[src/rtl/cpu_ctrl_pkg.sv]
// Shared types for the accumulator CPU control sequencer: micro-states,
// opcodes, the strobe word, and the per-opcode execute length.
package cpu_ctrl_pkg;

   localparam int OPC_W = 4;

   typedef enum logic [2:0] {
      FETCH_ADDR  = 3'd0,
      FETCH_INSTR = 3'd1,
      EXEC1       = 3'd2,
      EXEC2       = 3'd3,
      EXEC3       = 3'd4,
      HALT        = 3'd5
   } state_t;

   localparam logic [OPC_W-1:0] OP_NOP = 4'h0;
   localparam logic [OPC_W-1:0] OP_LDA = 4'h1;
   localparam logic [OPC_W-1:0] OP_ADD = 4'h2;
   localparam logic [OPC_W-1:0] OP_SUB = 4'h3;
   localparam logic [OPC_W-1:0] OP_STA = 4'h4;
   localparam logic [OPC_W-1:0] OP_LDI = 4'h5;
   localparam logic [OPC_W-1:0] OP_JMP = 4'h6;
   localparam logic [OPC_W-1:0] OP_JC  = 4'h7;
   localparam logic [OPC_W-1:0] OP_JZ  = 4'h8;
   localparam logic [OPC_W-1:0] OP_OUT = 4'hE;
   localparam logic [OPC_W-1:0] OP_HLT = 4'hF;

   typedef struct packed {
      logic pc_out;
      logic pc_inc;
      logic pc_load;
      logic mar_in;
      logic ram_out;
      logic ram_in;
      logic ir_in;
      logic ir_out;
      logic a_in;
      logic a_out;
      logic b_in;
      logic alu_out;
      logic alu_opcode;
      logic alu_bus_wr_en;
      logic out_in;
      logic halted;
   } ctrl_word_t;

   // Idle word: no strobes, ALU left selecting ADD.
   function automatic ctrl_word_t ctrl_idle();
      ctrl_word_t cw;
      cw            = '0;
      cw.alu_opcode = 1'b1;
      return cw;
   endfunction

   // Number of EXEC states an opcode occupies (0 = fetch only).
   function automatic logic [1:0] exec_steps(input logic [OPC_W-1:0] op);
      case (op)
         OP_LDI, OP_JMP, OP_JC, OP_JZ, OP_OUT: return 2'd1;
         OP_LDA, OP_STA:                       return 2'd2;
         OP_ADD, OP_SUB:                       return 2'd3;
         default:                              return 2'd0;
      endcase
   endfunction

endpackage

[src/rtl/alu_ctrl_decode.sv]
// Combinational decode of micro-state, opcode and ALU flags into the
// one-hot bus/load control word.
module alu_ctrl_decode
   import cpu_ctrl_pkg::*;
(
   input  state_t           state_i,
   input  logic [OPC_W-1:0] opcode_i,
   input  logic             carry_i,
   input  logic             zero_i,
   output ctrl_word_t       cw_o
);

   always_comb begin
      cw_o = ctrl_idle();
      case (state_i)
         FETCH_ADDR: begin
            cw_o.pc_out = 1'b1;
            cw_o.mar_in = 1'b1;
         end
         FETCH_INSTR: begin
            cw_o.ram_out = 1'b1;
            cw_o.ir_in   = 1'b1;
            cw_o.pc_inc  = 1'b1;
         end
         EXEC1: begin
            case (opcode_i)
               OP_LDA, OP_ADD, OP_SUB, OP_STA: begin
                  cw_o.ir_out = 1'b1;
                  cw_o.mar_in = 1'b1;
               end
               OP_LDI: begin
                  cw_o.ir_out = 1'b1;
                  cw_o.a_in   = 1'b1;
               end
               OP_JMP: begin
                  cw_o.ir_out  = 1'b1;
                  cw_o.pc_load = 1'b1;
               end
               // Not-taken jumps still put the operand on the bus but load nothing.
               OP_JC: begin
                  cw_o.ir_out  = 1'b1;
                  cw_o.pc_load = carry_i;
               end
               OP_JZ: begin
                  cw_o.ir_out  = 1'b1;
                  cw_o.pc_load = zero_i;
               end
               OP_OUT: begin
                  cw_o.a_out  = 1'b1;
                  cw_o.out_in = 1'b1;
               end
               default: ;
            endcase
         end
         EXEC2: begin
            case (opcode_i)
               OP_LDA: begin
                  cw_o.ram_out = 1'b1;
                  cw_o.a_in    = 1'b1;
               end
               OP_ADD, OP_SUB: begin
                  cw_o.ram_out = 1'b1;
                  cw_o.b_in    = 1'b1;
               end
               OP_STA: begin
                  cw_o.a_out  = 1'b1;
                  cw_o.ram_in = 1'b1;
               end
               default: ;
            endcase
         end
         EXEC3: begin
            if (opcode_i == OP_ADD || opcode_i == OP_SUB) begin
               cw_o.alu_out       = 1'b1;
               cw_o.a_in          = 1'b1;
               cw_o.alu_bus_wr_en = 1'b1;
               cw_o.alu_opcode    = (opcode_i != OP_SUB);
            end
         end
         HALT:    cw_o.halted = 1'b1;
         default: ;
      endcase
   end

endmodule

[src/rtl/alu_control_sequencer.sv]
// Fetch/execute micro-sequencer for the 8-bit accumulator CPU: state
// register and next-state logic; strobes come from alu_ctrl_decode.
module alu_control_sequencer
   import cpu_ctrl_pkg::*;
#(
   parameter int OPCODE_WIDTH = OPC_W
) (
   input  logic                    i_clk,
   input  logic                    i_rst_n,
   input  logic [OPCODE_WIDTH-1:0] i_opcode,
   input  logic                    i_carry_flag,
   input  logic                    i_zero_flag,
   output logic                    o_pc_out,
   output logic                    o_pc_inc,
   output logic                    o_pc_load,
   output logic                    o_mar_in,
   output logic                    o_ram_out,
   output logic                    o_ram_in,
   output logic                    o_ir_in,
   output logic                    o_ir_out,
   output logic                    o_a_in,
   output logic                    o_a_out,
   output logic                    o_b_in,
   output logic                    o_alu_out,
   output logic                    o_alu_opcode,
   output logic                    o_alu_bus_wr_en,
   output logic                    o_out_in,
   output logic                    o_halted,
   output logic [2:0]              o_state
);

   state_t     state_q, state_d;
   ctrl_word_t cw_dec, cw;
   logic [1:0] steps;

   assign steps = exec_steps(i_opcode);

   always_comb begin
      state_d = state_q;
      case (state_q)
         FETCH_ADDR:  state_d = FETCH_INSTR;
         FETCH_INSTR: begin
            if (i_opcode == OP_HLT)  state_d = HALT;
            else if (steps != 2'd0)  state_d = EXEC1;
            else                     state_d = FETCH_ADDR;
         end
         EXEC1:   state_d = (steps > 2'd1) ? EXEC2 : FETCH_ADDR;
         EXEC2:   state_d = (steps > 2'd2) ? EXEC3 : FETCH_ADDR;
         EXEC3:   state_d = FETCH_ADDR;
         HALT:    state_d = HALT;
         default: state_d = FETCH_ADDR;
      endcase
   end

   always_ff @(posedge i_clk or negedge i_rst_n) begin
      if (!i_rst_n) state_q <= FETCH_ADDR;
      else          state_q <= state_d;
   end

   alu_ctrl_decode u_decode (
      .state_i  (state_q),
      .opcode_i (i_opcode),
      .carry_i  (i_carry_flag),
      .zero_i   (i_zero_flag),
      .cw_o     (cw_dec)
   );

   // While reset is held even the FETCH_ADDR strobes are suppressed.
   assign cw = i_rst_n ? cw_dec : ctrl_idle();

   assign o_pc_out        = cw.pc_out;
   assign o_pc_inc        = cw.pc_inc;
   assign o_pc_load       = cw.pc_load;
   assign o_mar_in        = cw.mar_in;
   assign o_ram_out       = cw.ram_out;
   assign o_ram_in        = cw.ram_in;
   assign o_ir_in         = cw.ir_in;
   assign o_ir_out        = cw.ir_out;
   assign o_a_in          = cw.a_in;
   assign o_a_out         = cw.a_out;
   assign o_b_in          = cw.b_in;
   assign o_alu_out       = cw.alu_out;
   assign o_alu_opcode    = cw.alu_opcode;
   assign o_alu_bus_wr_en = cw.alu_bus_wr_en;
   assign o_out_in        = cw.out_in;
   assign o_halted        = cw.halted;
   assign o_state         = state_q;

endmodule

[config.mk]
export PLATFORM = sky130hd
export DESIGN_NAME = alu_control_sequencer
export DESIGN_NICKNAME = d
export VERILOG_FILES = /design/src/rtl/cpu_ctrl_pkg.sv /design/src/rtl/alu_ctrl_decode.sv /design/src/rtl/alu_control_sequencer.sv
export SDC_FILE = /design/constraint.sdc
export NUM_CORES = 1
export LEC_CHECK = 0
export ABC_AREA = 1
export BUFFER_PORTS_ARGS = -buffer_cell sky130_fd_sc_hd__buf_2
export CORE_AREA = 2 2 39 41
export DETAILED_ROUTE_END_ITERATION = 10
export DIE_AREA = 0 0 41 43
export PLACE_DENSITY = 0.7
export SYNTH_ARGS = -nofsm -noshare
export SYNTH_HDL_FRONTEND = slang
export SYNTH_SLANG_ARGS = --single-unit
[constraint.sdc]
create_clock -name i_clk -period 1 [get_ports i_clk]
set_input_delay 0.05 -clock i_clk [delete_from_list [all_inputs] [get_ports i_clk]]
set_output_delay 0.05 -clock i_clk [all_outputs]
set_load 0.01 [all_outputs]
==> results of run 1 <==
==> cells in the mapped netlist <==
master	count
sky130_fd_sc_hd__a21oi_1	3
sky130_fd_sc_hd__a21oi_2	1
sky130_fd_sc_hd__a31oi_1	1
sky130_fd_sc_hd__buf_4	2
sky130_fd_sc_hd__buf_6	1
sky130_fd_sc_hd__clkbuf_2	1
sky130_fd_sc_hd__dfrtp_1	3
sky130_fd_sc_hd__inv_1	11
sky130_fd_sc_hd__inv_2	2
sky130_fd_sc_hd__nand2_1	16
sky130_fd_sc_hd__nand3_1	13
sky130_fd_sc_hd__nand3_2	1
sky130_fd_sc_hd__nand4_1	2
sky130_fd_sc_hd__nor2_1	11
sky130_fd_sc_hd__nor2_2	4
sky130_fd_sc_hd__nor4_1	1
sky130_fd_sc_hd__o211ai_1	1
sky130_fd_sc_hd__o21ai_1	2
==> critical path, cell delays in order (launching register included) <==
cell and delay [ns]:
sky130_fd_sc_hd__dfrtp_1 0.39, sky130_fd_sc_hd__inv_2 0.08, sky130_fd_sc_hd__nand2_4 0.06, sky130_fd_sc_hd__nor2_4 0.14
sky130_fd_sc_hd__nand3_2 0.12, sky130_fd_sc_hd__a21oi_2 0.14, sky130_fd_sc_hd__buf_2 0.14
==> where the power goes <==
| part | internal, mW | leakage [nW] | switching, mW |
|---|---|---|---|
| Combinational | 0.410 | 0.373 | 0.521 |
| Sequential | 0.174 | 0.0363 | 0.0819 |
| Clock | 0.150 | 0.0150 | 0.0657 |
==> layer usage <==
metal	part of all wire, %	wire length [µm]
met1	43	550
met2	50	638
met3	7.0	89
met4	0	0
met5	0	0
==> how the worst min path moves through the flow <==
stage | cells past startpoint | startpoint | slack [ns] | end
floorplan | 0 | i_rst_n | -0.25 | o_state[0]$_DFF_PN0_
global placement | 2 | i_rst_n | -0.04 | o_state[0]$_DFF_PN0_
detailed placement | 2 | i_rst_n | -0.04 | o_state[0]$_DFF_PN0_
CTS | 4 | i_opcode[2] | 0.27 | o_state[2]$_DFF_PN0_
global route | 4 | i_opcode[2] | 0.27 | o_state[2]$_DFF_PN0_
finish | 4 | i_opcode[2] | 0.27 | o_state[2]$_DFF_PN0_
==> metrics by stage <==
stage	util, %	setup TNS (ns)	instance area, µm²
final	56.0	-4.67	774
after global routing	56.0	-6.37	774
after CTS	53.2	-4.72	736
after detailed placement	49.5	-0.842	684
after global placement	49.5	-0.542	684
after floorplan	-	-0.474	505
==> layout make-up <==
cell class              count  area [µm²]  area share, %
clock buffers               4        26.3           3.39
flip-flops and latches      3        77.6           10.0
well taps                  16        20.0           2.58
repair buffers             36         218           28.1
inverters                  13        51.3           6.62
multi-input cells          56         382           49.3
==> timing repair <==
action                                  in CTS  in global routing
endpoints found under the setup margin      19                 19
pin swaps                                    2                  0
hold buffers                                 1                  0
gates resized for setup                      5                  7
hold endpoints to repair                     3                  0
setup buffers                                0                  1
==> cell families (layout without fill, tap and decap cells) <==
family                 count (synthesis)  count (layout)
AND/OR/NAND/NOR                       48              48
buffers and inverters                 17              53
AO/OA/AOI/OAI                          8               8
flip-flops                             3               3
==> run_summary.xml, run 1 <==
<?xml version="1.0" encoding="UTF-8"?>
<metrics>
  <group name="run_status">
    <metric name="status" unit="">finished with violations</metric>
    <metric name="violations" unit="">setup timing</metric>
  </group>
  <group name="floorplan">
    <metric name="pin_count" unit="">27</metric>
    <metric name="coreArea" unit="µm²">1380</metric>
    <metric name="die-height" unit="µm">43</metric>
    <metric name="fp-row-count" unit="">14</metric>
    <metric name="die-width" unit="µm">41</metric>
    <metric name="start_util" unit="%">30.6</metric>
    <metric name="dieArea" unit="µm²">1760</metric>
  </group>
  <group name="timing">
    <metric name="final_hold_viol_count" unit="">0</metric>
    <metric name="fmax" unit="MHz">736</metric>
    <metric name="finClkSkew" unit="ns">0.0131</metric>
    <metric name="period_needed" unit="ns">1.36</metric>
    <metric name="period_share" unit="%">136</metric>
    <metric name="whs" unit="ns">0.268</metric>
    <metric name="post-route-worst-setup-slack" unit="ns">-0.359</metric>
    <metric name="setup_violations" unit="">18</metric>
    <metric name="worst-slew-pin-transition" unit="ns">0.380</metric>
    <metric name="unrepaired_setup_endpoints_after_global_routing" unit="">yes</metric>
    <metric name="final_max_slew_viol_count" unit="">0</metric>
    <metric name="slew_headroom" unit="%">74.6</metric>
  </group>
  <group name="logic_synthesis">
    <metric name="syn-mean-instance-area" unit="µm²">5.56</metric>
    <metric name="synth-adder-area-share" unit="%">0</metric>
    <metric name="synth_seq_cells" unit="">3</metric>
    <metric name="netlist_top_cells_area" unit="">sky130_fd_sc_hd__dfrtp_1, sky130_fd_sc_hd__nand3_1, sky130_fd_sc_hd__nand2_1</metric>
    <metric name="yosys.area.top_type" unit="">sky130_fd_sc_hd__dfrtp_1</metric>
    <metric name="synth_simple_gate_area_share" unit="%">52.1</metric>
    <metric name="post_synth_num_cell_types" unit="">18</metric>
    <metric name="synth_largest_type_area_fraction" unit="%">17.8</metric>
    <metric name="synth_area" unit="µm²">423</metric>
    <metric name="synth_top_family_by_area" unit="">simple AND/OR/NAND/NOR gates</metric>
    <metric name="synthesis.instances" unit="">76</metric>
    <metric name="synth_warnings" unit="">0</metric>
    <metric name="synthXorXnorAreaFrac" unit="%">0</metric>
    <metric name="synth.area.mux_share" unit="%">0</metric>
    <metric name="compound_cell_area_share_of_the_yosys_netlist" unit="%">11.2</metric>
    <metric name="ys_seq_area_share" unit="%">17.8</metric>
    <metric name="synthesis.nets" unit="">84</metric>
  </group>
  <group name="placed_design">
    <metric name="port-buffer-count" unit="">26</metric>
    <metric name="place.gp.congestion" unit="">0.817</metric>
    <metric name="placedCellCount" unit="">122</metric>
    <metric name="post-place-ws" unit="ns">-0.136</metric>
    <metric name="detailed_place_hpwl" unit="mm">1.08</metric>
  </group>
  <group name="detailed_routing">
    <metric name="avgViaCountPerCell" unit="">4.76</metric>
    <metric name="antenna_violating_nets_post_route" unit="">0</metric>
    <metric name="detail_route.drc_violations" unit="">0</metric>
    <metric name="drt_pass1_iterations" unit="">4</metric>
    <metric name="vias" unit="">609</metric>
    <metric name="routedWlPerCell" unit="µm">9.98</metric>
    <metric name="drtIter0Drc" unit="">12</metric>
    <metric name="postRouteWirelength" unit="mm">1.28</metric>
  </group>
  <group name="final_layout">
    <metric name="num_antenna_cells" unit="">0</metric>
    <metric name="layout.nets" unit="">121</metric>
    <metric name="layout-area-overhead-vs-synth" unit="%">83.1</metric>
    <metric name="layout.cells.most_common" unit="">sky130_fd_sc_hd__buf_2</metric>
    <metric name="layout.filler_cells" unit="">137</metric>
    <metric name="final_cell_count_without_fillers" unit="">128</metric>
    <metric name="largest_register_ff_count" unit="">3</metric>
    <metric name="final_layout_size_suffix_gt1_share" unit="%">66.1</metric>
    <metric name="top_library_cells_by_usage_in_the_layout_fill_and_taps_aside" unit="">sky130_fd_sc_hd__buf_2, sky130_fd_sc_hd__nand2_1, sky130_fd_sc_hd__nand3_1</metric>
  </group>
  <group name="global_routing">
    <metric name="grt_antenna_before_repair" unit="">0</metric>
    <metric name="met2_usage" unit="%">27.2</metric>
    <metric name="grt_most_used_layer" unit="">met2</metric>
    <metric name="grt_start_max_net_pins" unit="">9</metric>
    <metric name="met1_usage" unit="%">23.2</metric>
    <metric name="grt_pass1_wl" unit="mm">2.18</metric>
    <metric name="met3_usage" unit="%">4.71</metric>
    <metric name="grt_overflow" unit="">0</metric>
    <metric name="via_count_of_the_first_global_routing_pass" unit="">527</metric>
    <metric name="grt_util_all_layers" unit="%">18.1</metric>
  </group>
  <group name="critical_path">
    <metric name="worst_setup_path_startpoint" unit="">o_state[2]$_DFF_PN0_</metric>
    <metric name="end_kind" unit="">primary output</metric>
    <metric name="critPathCapture" unit="">o_mar_in</metric>
    <metric name="cell_count_of_the_worst_reg_to_reg_path" unit="">6</metric>
    <metric name="criticalPathCategory" unit="">flip-flop to primary output</metric>
    <metric name="cp.arrival" unit="ns">1.31</metric>
    <metric name="cp-start-kind" unit="">flip-flop</metric>
    <metric name="regToRegSetupSlack" unit="ns">-0.03</metric>
    <metric name="rr_startpoint" unit="">o_state[1]$_DFF_PN0_</metric>
    <metric name="critical_path.max_fanout" unit="">4</metric>
    <metric name="cp.required" unit="ns">0.95</metric>
    <metric name="reg2reg_to" unit="">o_state[1]$_DFF_PN0_</metric>
  </group>
  <group name="clock_tree">
    <metric name="clockRootBuffer" unit="">sky130_fd_sc_hd__clkbuf_4</metric>
    <metric name="cts-root-to-sink-buffers" unit="">2</metric>
    <metric name="htree_levels" unit="">1</metric>
    <metric name="clkSlewWorstSetupHoldPaths" unit="ns">0.05</metric>
    <metric name="clock_latency" unit="ns">0.24</metric>
    <metric name="tritoncts.num_buffers" unit="">3</metric>
    <metric name="cts_num_sinks" unit="">3</metric>
    <metric name="tritoncts" unit="">done</metric>
  </group>
  <group name="power_and_ir_drop">
    <metric name="leakage_power_summed_over_all_cells" unit="nW">0.425</metric>
    <metric name="power.total" unit="mW">1.40</metric>
    <metric name="cellPowerDensity" unit="nW/µm²">1810</metric>
    <metric name="peakVddDrop" unit="mV">0.919</metric>
  </group>
  <group name="min_path">
    <metric name="type_of_the_worst_min_delay_path" unit="">primary input to flip-flop</metric>
  </group>
  <group name="flow_run">
    <metric name="drv_cap" unit="">0</metric>
  </group>
</metrics>
Power figures use the tool's default switching activity.
==> run 2: changes to the inputs <==
- BUFFER_PORTS_ARGS: -buffer_cell sky130_fd_sc_hd__buf_2 -> unset
- DONT_BUFFER_PORTS: unset -> 1
- PLACE_DENSITY: 0.7 -> 0.52
==> run_summary.xml, run 2 (same netlist as run 1, synthesis figures left out) <==
<?xml version="1.0" encoding="UTF-8"?>
<metrics>
  <group name="floorplan">
    <metric name="pin_count" unit="">27</metric>
    <metric name="fp-row-count" unit="">14</metric>
    <metric name="dieArea" unit="µm²">1760</metric>
    <metric name="die-width" unit="µm">41</metric>
    <metric name="start_util" unit="%">30.6</metric>
    <metric name="coreArea" unit="µm²">1380</metric>
    <metric name="die-height" unit="µm">43</metric>
  </group>
  <group name="global_routing">
    <metric name="grt_start_max_net_pins" unit="">9</metric>
    <metric name="grt_overflow" unit="">0</metric>
    <metric name="grt_pass1_wl" unit="mm">1.84</metric>
    <metric name="grt_util_all_layers" unit="%">15.3</metric>
    <metric name="grt_antenna_before_repair" unit="">0</metric>
    <metric name="via_count_of_the_first_global_routing_pass" unit="">443</metric>
  </group>
  <group name="clock_tree">
    <metric name="clkSlewWorstSetupHoldPaths" unit="ns">0.04</metric>
    <metric name="tritoncts.num_buffers" unit="">3</metric>
    <metric name="tritoncts" unit="">done</metric>
    <metric name="cts-root-to-sink-buffers" unit="">2</metric>
    <metric name="cts_num_sinks" unit="">3</metric>
    <metric name="clockRootBuffer" unit="">sky130_fd_sc_hd__clkbuf_4</metric>
    <metric name="htree_levels" unit="">1</metric>
    <metric name="clock_latency" unit="ns">0.23</metric>
  </group>
  <group name="timing">
    <metric name="whs" unit="ns">0.0659</metric>
    <metric name="worst-slew-pin-transition" unit="ns">0.505</metric>
    <metric name="tns" unit="ns">-3.45</metric>
    <metric name="fmax" unit="MHz">798</metric>
    <metric name="period_share" unit="%">125</metric>
    <metric name="setup_violations" unit="">17</metric>
    <metric name="period_needed" unit="ns">1.25</metric>
    <metric name="unrepaired_setup_endpoints_after_global_routing" unit="">yes</metric>
    <metric name="final_max_slew_viol_count" unit="">0</metric>
    <metric name="post-route-worst-setup-slack" unit="ns">-0.253</metric>
    <metric name="slew_headroom" unit="%">66.3</metric>
    <metric name="final_hold_viol_count" unit="">0</metric>
    <metric name="finClkSkew" unit="ns">0.00503</metric>
  </group>
  <group name="critical_path">
    <metric name="cell_count_of_the_worst_reg_to_reg_path" unit="">7</metric>
    <metric name="reg2reg_to" unit="">o_state[1]$_DFF_PN0_</metric>
    <metric name="cp-start-kind" unit="">flip-flop</metric>
    <metric name="cp.required" unit="ns">0.95</metric>
    <metric name="end_kind" unit="">primary output</metric>
    <metric name="cp.arrival" unit="ns">1.20</metric>
    <metric name="critical_path.max_fanout" unit="">5</metric>
    <metric name="criticalPathCategory" unit="">flip-flop to primary output</metric>
    <metric name="regToRegSetupSlack" unit="ns">-0.02</metric>
    <metric name="rr_startpoint" unit="">o_state[2]$_DFF_PN0_</metric>
  </group>
  <group name="power_and_ir_drop">
    <metric name="peakVddDrop" unit="mV">0.728</metric>
    <metric name="leakage_power_summed_over_all_cells" unit="nW">0.280</metric>
    <metric name="cellPowerDensity" unit="nW/µm²">1910</metric>
    <metric name="power.total" unit="mW">1.22</metric>
  </group>
  <group name="detailed_routing">
    <metric name="vias" unit="">511</metric>
    <metric name="avgViaCountPerCell" unit="">5.06</metric>
    <metric name="antenna_violating_nets_post_route" unit="">0</metric>
    <metric name="detail_route.drc_violations" unit="">0</metric>
    <metric name="routedWlPerCell" unit="µm">11.2</metric>
    <metric name="drt_pass1_iterations" unit="">4</metric>
    <metric name="drtIter0Drc" unit="">11</metric>
    <metric name="postRouteWirelength" unit="mm">1.14</metric>
  </group>
  <group name="final_layout">
    <metric name="layout-area-overhead-vs-synth" unit="%">50.9</metric>
    <metric name="design_area" unit="µm²">638</metric>
    <metric name="final_layout_size_suffix_gt1_share" unit="%">52.9</metric>
    <metric name="largest_register_ff_count" unit="">3</metric>
    <metric name="layout.nets" unit="">94</metric>
    <metric name="top_library_cells_by_usage_in_the_layout_fill_and_taps_aside" unit="">sky130_fd_sc_hd__nand2_1, sky130_fd_sc_hd__nand3_1, sky130_fd_sc_hd__inv_1, sky130_fd_sc_hd__nor2_2, sky130_fd_sc_hd__buf_4</metric>
    <metric name="num_antenna_cells" unit="">0</metric>
  </group>
  <group name="flow_run">
    <metric name="drv_cap" unit="">0</metric>
  </group>
  <group name="run_status">
    <metric name="violations" unit="">setup timing</metric>
    <metric name="status" unit="">finished with violations</metric>
  </group>
  <group name="placed_design">
    <metric name="placedInstanceArea" unit="µm²">547</metric>
    <metric name="place.gp.congestion" unit="">0.731</metric>
    <metric name="port-buffer-count" unit="">0</metric>
    <metric name="detailed_place_hpwl" unit="µm">907</metric>
  </group>
  <group name="min_path">
    <metric name="type_of_the_worst_min_delay_path" unit="">primary input to async pin</metric>
  </group>
</metrics>
-- run 2: cell count changes in the layout (fill, tap and decap cells not counted), moves of 2 or more --
cell / previous run / this run
sky130_fd_sc_hd__a21oi_2: 4 / 2
sky130_fd_sc_hd__nand3_2: 5 / 3
sky130_fd_sc_hd__nand3_1: 9 / 11
sky130_fd_sc_hd__buf_2: 25 / 0
sky130_fd_sc_hd__a21oi_4: 0 / 2
sky130_fd_sc_hd__nor2_4: 3 / 5
-- run 2: per-stage QoR --
step                      utilization (%)  instances  setup slack (ns)
final                                46.1        101            -0.253
after global routing                 46.1        101            -0.336
after CTS                            45.1        100            -0.265
after detailed placement             39.5         95           -0.0435
after global placement               39.5         95           -0.0536
after floorplan                         -         76           -0.0779
-- run 2: worst max-delay path: stages, from the launching register on --
cell and delay (ns):
sky130_fd_sc_hd__dfrtp_2 0.45, sky130_fd_sc_hd__nor2_2 0.19, sky130_fd_sc_hd__nand2_2 0.11, sky130_fd_sc_hd__a31oi_4 0.22
-- run 2: worst max path at each step --
stage | slack [ns] | to | startpoint | cells after the start
6_report | -0.25 | o_ram_out | o_state[1]$_DFF_PN0_ | 3
5_1_grt | -0.34 | o_a_in | o_state[2]$_DFF_PN0_ | 7
4_1_cts | -0.26 | o_a_in | o_state[2]$_DFF_PN0_ | 7
3_5_place_dp | -0.04 | o_ram_out | o_state[2]$_DFF_PN0_ | 5
3_3_place_gp | -0.05 | o_ram_out | o_state[2]$_DFF_PN0_ | 5
2_1_floorplan | -0.08 | o_a_in | o_state[2]$_DFF_PN0_ | 7
-- run 2: what timing repair did --
item                                   CTS  global route
hold buffers                             1             0
pin swaps                                8             1
endpoints found under the hold margin    3             0
buffers inserted                         0             1
setup endpoints to repair               17            18
resized for setup                       10             1
-- run 2: routing by layer --
layer / up-vias / share of wire (%) / track usage [%]
li1: 263 / - / -
met1: 229 / 44 / 20.7
met2: 17 / 49 / 21.9
met3: 2 / 4.9 / 4.71
met4: 0 / 1.7 / 6.00
met5: - / 0 / 0
-- run 2: report_power, final --
part           total, mW  internal, mW  switching (mW)
sequential         0.259         0.175          0.0843
clock              0.210         0.149          0.0607
combinational      0.751         0.291           0.460
total               1.22         0.615           0.605
-- run 2: cell type report --
| class | count | area [µm²] |
|---|---|---|
| clock buffer | 4 | 26.3 |
| fill | 148 | 746 |
| inverter | 13 | 48.8 |
| multi-input combinational | 56 | 392 |
| sequential | 3 | 77.6 |
| tap | 16 | 20.0 |
| timing repair buffer | 9 | 73.8 |
==> run 3: changes to the inputs <==
- PLACE_DENSITY: 0.52 -> 0.5
- clock period: 1 -> 1.2 ns (I/O delays scaled with it)
==> run_summary.xml, run 3 (same netlist as run 1, synthesis figures left out) <==
<?xml version="1.0" encoding="UTF-8"?>
<metrics>
  <group name="final_layout">
    <metric name="design_area" unit="µm²">669</metric>
    <metric name="layout.nets" unit="">100</metric>
    <metric name="largest_register_ff_count" unit="">3</metric>
    <metric name="final_cell_count_without_fillers" unit="">107</metric>
    <metric name="final_layout_size_suffix_gt1_share" unit="%">52.7</metric>
    <metric name="top_library_cells_by_usage_in_the_layout_fill_and_taps_aside" unit="">sky130_fd_sc_hd__nand2_1, sky130_fd_sc_hd__buf_4, sky130_fd_sc_hd__nand3_1, sky130_fd_sc_hd__nor2_2, sky130_fd_sc_hd__inv_1</metric>
    <metric name="layout-area-overhead-vs-synth" unit="%">58.3</metric>
    <metric name="num_antenna_cells" unit="">0</metric>
  </group>
  <group name="min_path">
    <metric name="type_of_the_worst_min_delay_path" unit="">primary input to flip-flop</metric>
  </group>
  <group name="timing">
    <metric name="fmax" unit="MHz">748</metric>
    <metric name="setup_violations" unit="">13</metric>
    <metric name="final_hold_viol_count" unit="">0</metric>
    <metric name="finClkSkew" unit="ns">0.00175</metric>
    <metric name="worst-slew-pin-transition" unit="ns">0.332</metric>
    <metric name="final_max_slew_viol_count" unit="">0</metric>
    <metric name="unrepaired_setup_endpoints_after_global_routing" unit="">yes</metric>
    <metric name="tns" unit="ns">-1.04</metric>
    <metric name="period_share" unit="%">111</metric>
    <metric name="slew_headroom" unit="%">77.8</metric>
    <metric name="post-route-worst-setup-slack" unit="ns">-0.136</metric>
    <metric name="whs" unit="ns">0.0584</metric>
    <metric name="period_needed" unit="ns">1.34</metric>
  </group>
  <group name="critical_path">
    <metric name="critical_path.max_fanout" unit="">4</metric>
    <metric name="cp.arrival" unit="ns">1.28</metric>
    <metric name="criticalPathCategory" unit="">flip-flop to primary output</metric>
    <metric name="cp.required" unit="ns">1.14</metric>
    <metric name="end_kind" unit="">primary output</metric>
    <metric name="cp-start-kind" unit="">flip-flop</metric>
  </group>
  <group name="floorplan">
    <metric name="dieArea" unit="µm²">1760</metric>
    <metric name="fp-row-count" unit="">14</metric>
    <metric name="pin_count" unit="">27</metric>
    <metric name="die-width" unit="µm">41</metric>
    <metric name="coreArea" unit="µm²">1380</metric>
    <metric name="start_util" unit="%">30.6</metric>
    <metric name="die-height" unit="µm">43</metric>
  </group>
  <group name="global_routing">
    <metric name="grt_overflow" unit="">0</metric>
    <metric name="grt_util_all_layers" unit="%">15.7</metric>
    <metric name="via_count_of_the_first_global_routing_pass" unit="">449</metric>
    <metric name="grt_antenna_before_repair" unit="">0</metric>
    <metric name="grt_pass1_wl" unit="mm">1.88</metric>
    <metric name="grt_start_max_net_pins" unit="">9</metric>
  </group>
  <group name="flow_run">
    <metric name="drv_cap" unit="">0</metric>
  </group>
  <group name="clock_tree">
    <metric name="tritoncts.num_buffers" unit="">3</metric>
    <metric name="cts-root-to-sink-buffers" unit="">2</metric>
    <metric name="tritoncts" unit="">done</metric>
    <metric name="htree_levels" unit="">1</metric>
    <metric name="clockRootBuffer" unit="">sky130_fd_sc_hd__clkbuf_4</metric>
    <metric name="clkSlewWorstSetupHoldPaths" unit="ns">0.03</metric>
    <metric name="cts_num_sinks" unit="">3</metric>
    <metric name="clock_latency" unit="ns">0.23</metric>
  </group>
  <group name="detailed_routing">
    <metric name="postRouteWirelength" unit="mm">1.23</metric>
    <metric name="vias" unit="">536</metric>
    <metric name="drtIter0Drc" unit="">9</metric>
    <metric name="avgViaCountPerCell" unit="">5.01</metric>
    <metric name="drt_pass1_iterations" unit="">4</metric>
    <metric name="routedWlPerCell" unit="µm">11.5</metric>
    <metric name="antenna_violating_nets_post_route" unit="">0</metric>
    <metric name="detail_route.drc_violations" unit="">0</metric>
  </group>
  <group name="power_and_ir_drop">
    <metric name="cellPowerDensity" unit="nW/µm²">1650</metric>
    <metric name="power.total" unit="mW">1.10</metric>
    <metric name="leakage_power_summed_over_all_cells" unit="nW">0.310</metric>
    <metric name="peakVddDrop" unit="mV">0.600</metric>
  </group>
  <group name="placed_design">
    <metric name="port-buffer-count" unit="">0</metric>
    <metric name="place.gp.congestion" unit="">0.765</metric>
    <metric name="detailed_place_hpwl" unit="µm">908</metric>
    <metric name="placedCellCount" unit="">97</metric>
    <metric name="placedInstanceArea" unit="µm²">479</metric>
  </group>
  <group name="run_status">
    <metric name="violations" unit="">setup timing</metric>
    <metric name="status" unit="">finished with violations</metric>
  </group>
</metrics>
[run 3: path summary, 6_finish.rpt]
kind,startpoint,to,slack [ns],depth (start not counted)
setup / recovery,o_state[0]$_DFF_PN0_,o_ram_out,-0.14,5
max in group asynchronous,i_rst_n,o_state[1]$_DFF_PN0_,0.94,1
setup reg to reg,o_state[0]$_DFF_PN0_,o_state[1]$_DFF_PN0_,0.11,6
hold reg to reg,o_state[2]$_DFF_PN0_,o_state[0]$_DFF_PN0_,0.77,5
hold / removal,i_opcode[3],o_state[0]$_DFF_PN0_,0.06,3
min in group asynchronous,i_rst_n,o_state[2]$_DFF_PN0_,0.09,1
[run 3: where the power goes]
part	switching [mW]	leakage [nW]	internal, mW
Clock	0.0468	0.0150	0.124
Combinational	0.407	0.258	0.325
Sequential	0.0601	0.0374	0.142
Total	0.514	0.310	0.591
[run 3: final cells by class]
type | count | area [µm²]
sequential | 3 | 76.3
clock buffer | 4 | 26.3
multi-input combinational | 56 | 379
inverter | 13 | 48.8
fill | 154 | 714
tap | 16 | 20.0
timing repair buffer | 15 | 119
[run 3: repair_timing]
action                     in CTS  in global routing
buffers inserted                4                  1
hold endpoints to repair        3                  0
resized for setup              23                  9
setup endpoints to repair      15                 16
pin swaps                       5                  3
hold buffers                    1                  0
[run 3: metal layers]
| metal | up-vias | GRT usage [%] | wire length, µm |
|---|---|---|---|
| li1 | 275 | - | - |
| met1 | 242 | 19.5 | 525 |
| met2 | 17 | 24.4 | 620 |
| met3 | 2 | 3.14 | 72 |
| met4 | 0 | 8.00 | 13 |
| met5 | - | 0 | 0 |
[run 3: critical path: stages (launching register included)]
cell and delay [ns]:
sky130_fd_sc_hd__dfrtp_1 0.42, sky130_fd_sc_hd__inv_2 0.10, sky130_fd_sc_hd__nor2_4 0.15, sky130_fd_sc_hd__nand2_2 0.08, sky130_fd_sc_hd__a31oi_1 0.16, sky130_fd_sc_hd__buf_4 0.14
[run 3: stage by stage]
| stage | setup slack (ns) | utilization (%) |
|---|---|---|
| 2_1_floorplan | 0.0306 | - |
| 3_3_place_gp | -0.0646 | 34.6 |
| 3_5_place_dp | -0.0492 | 34.6 |
| 4_1_cts | -0.137 | 45.2 |
| 5_1_grt | -0.197 | 48.4 |
| 6_report | -0.136 | 48.4 |
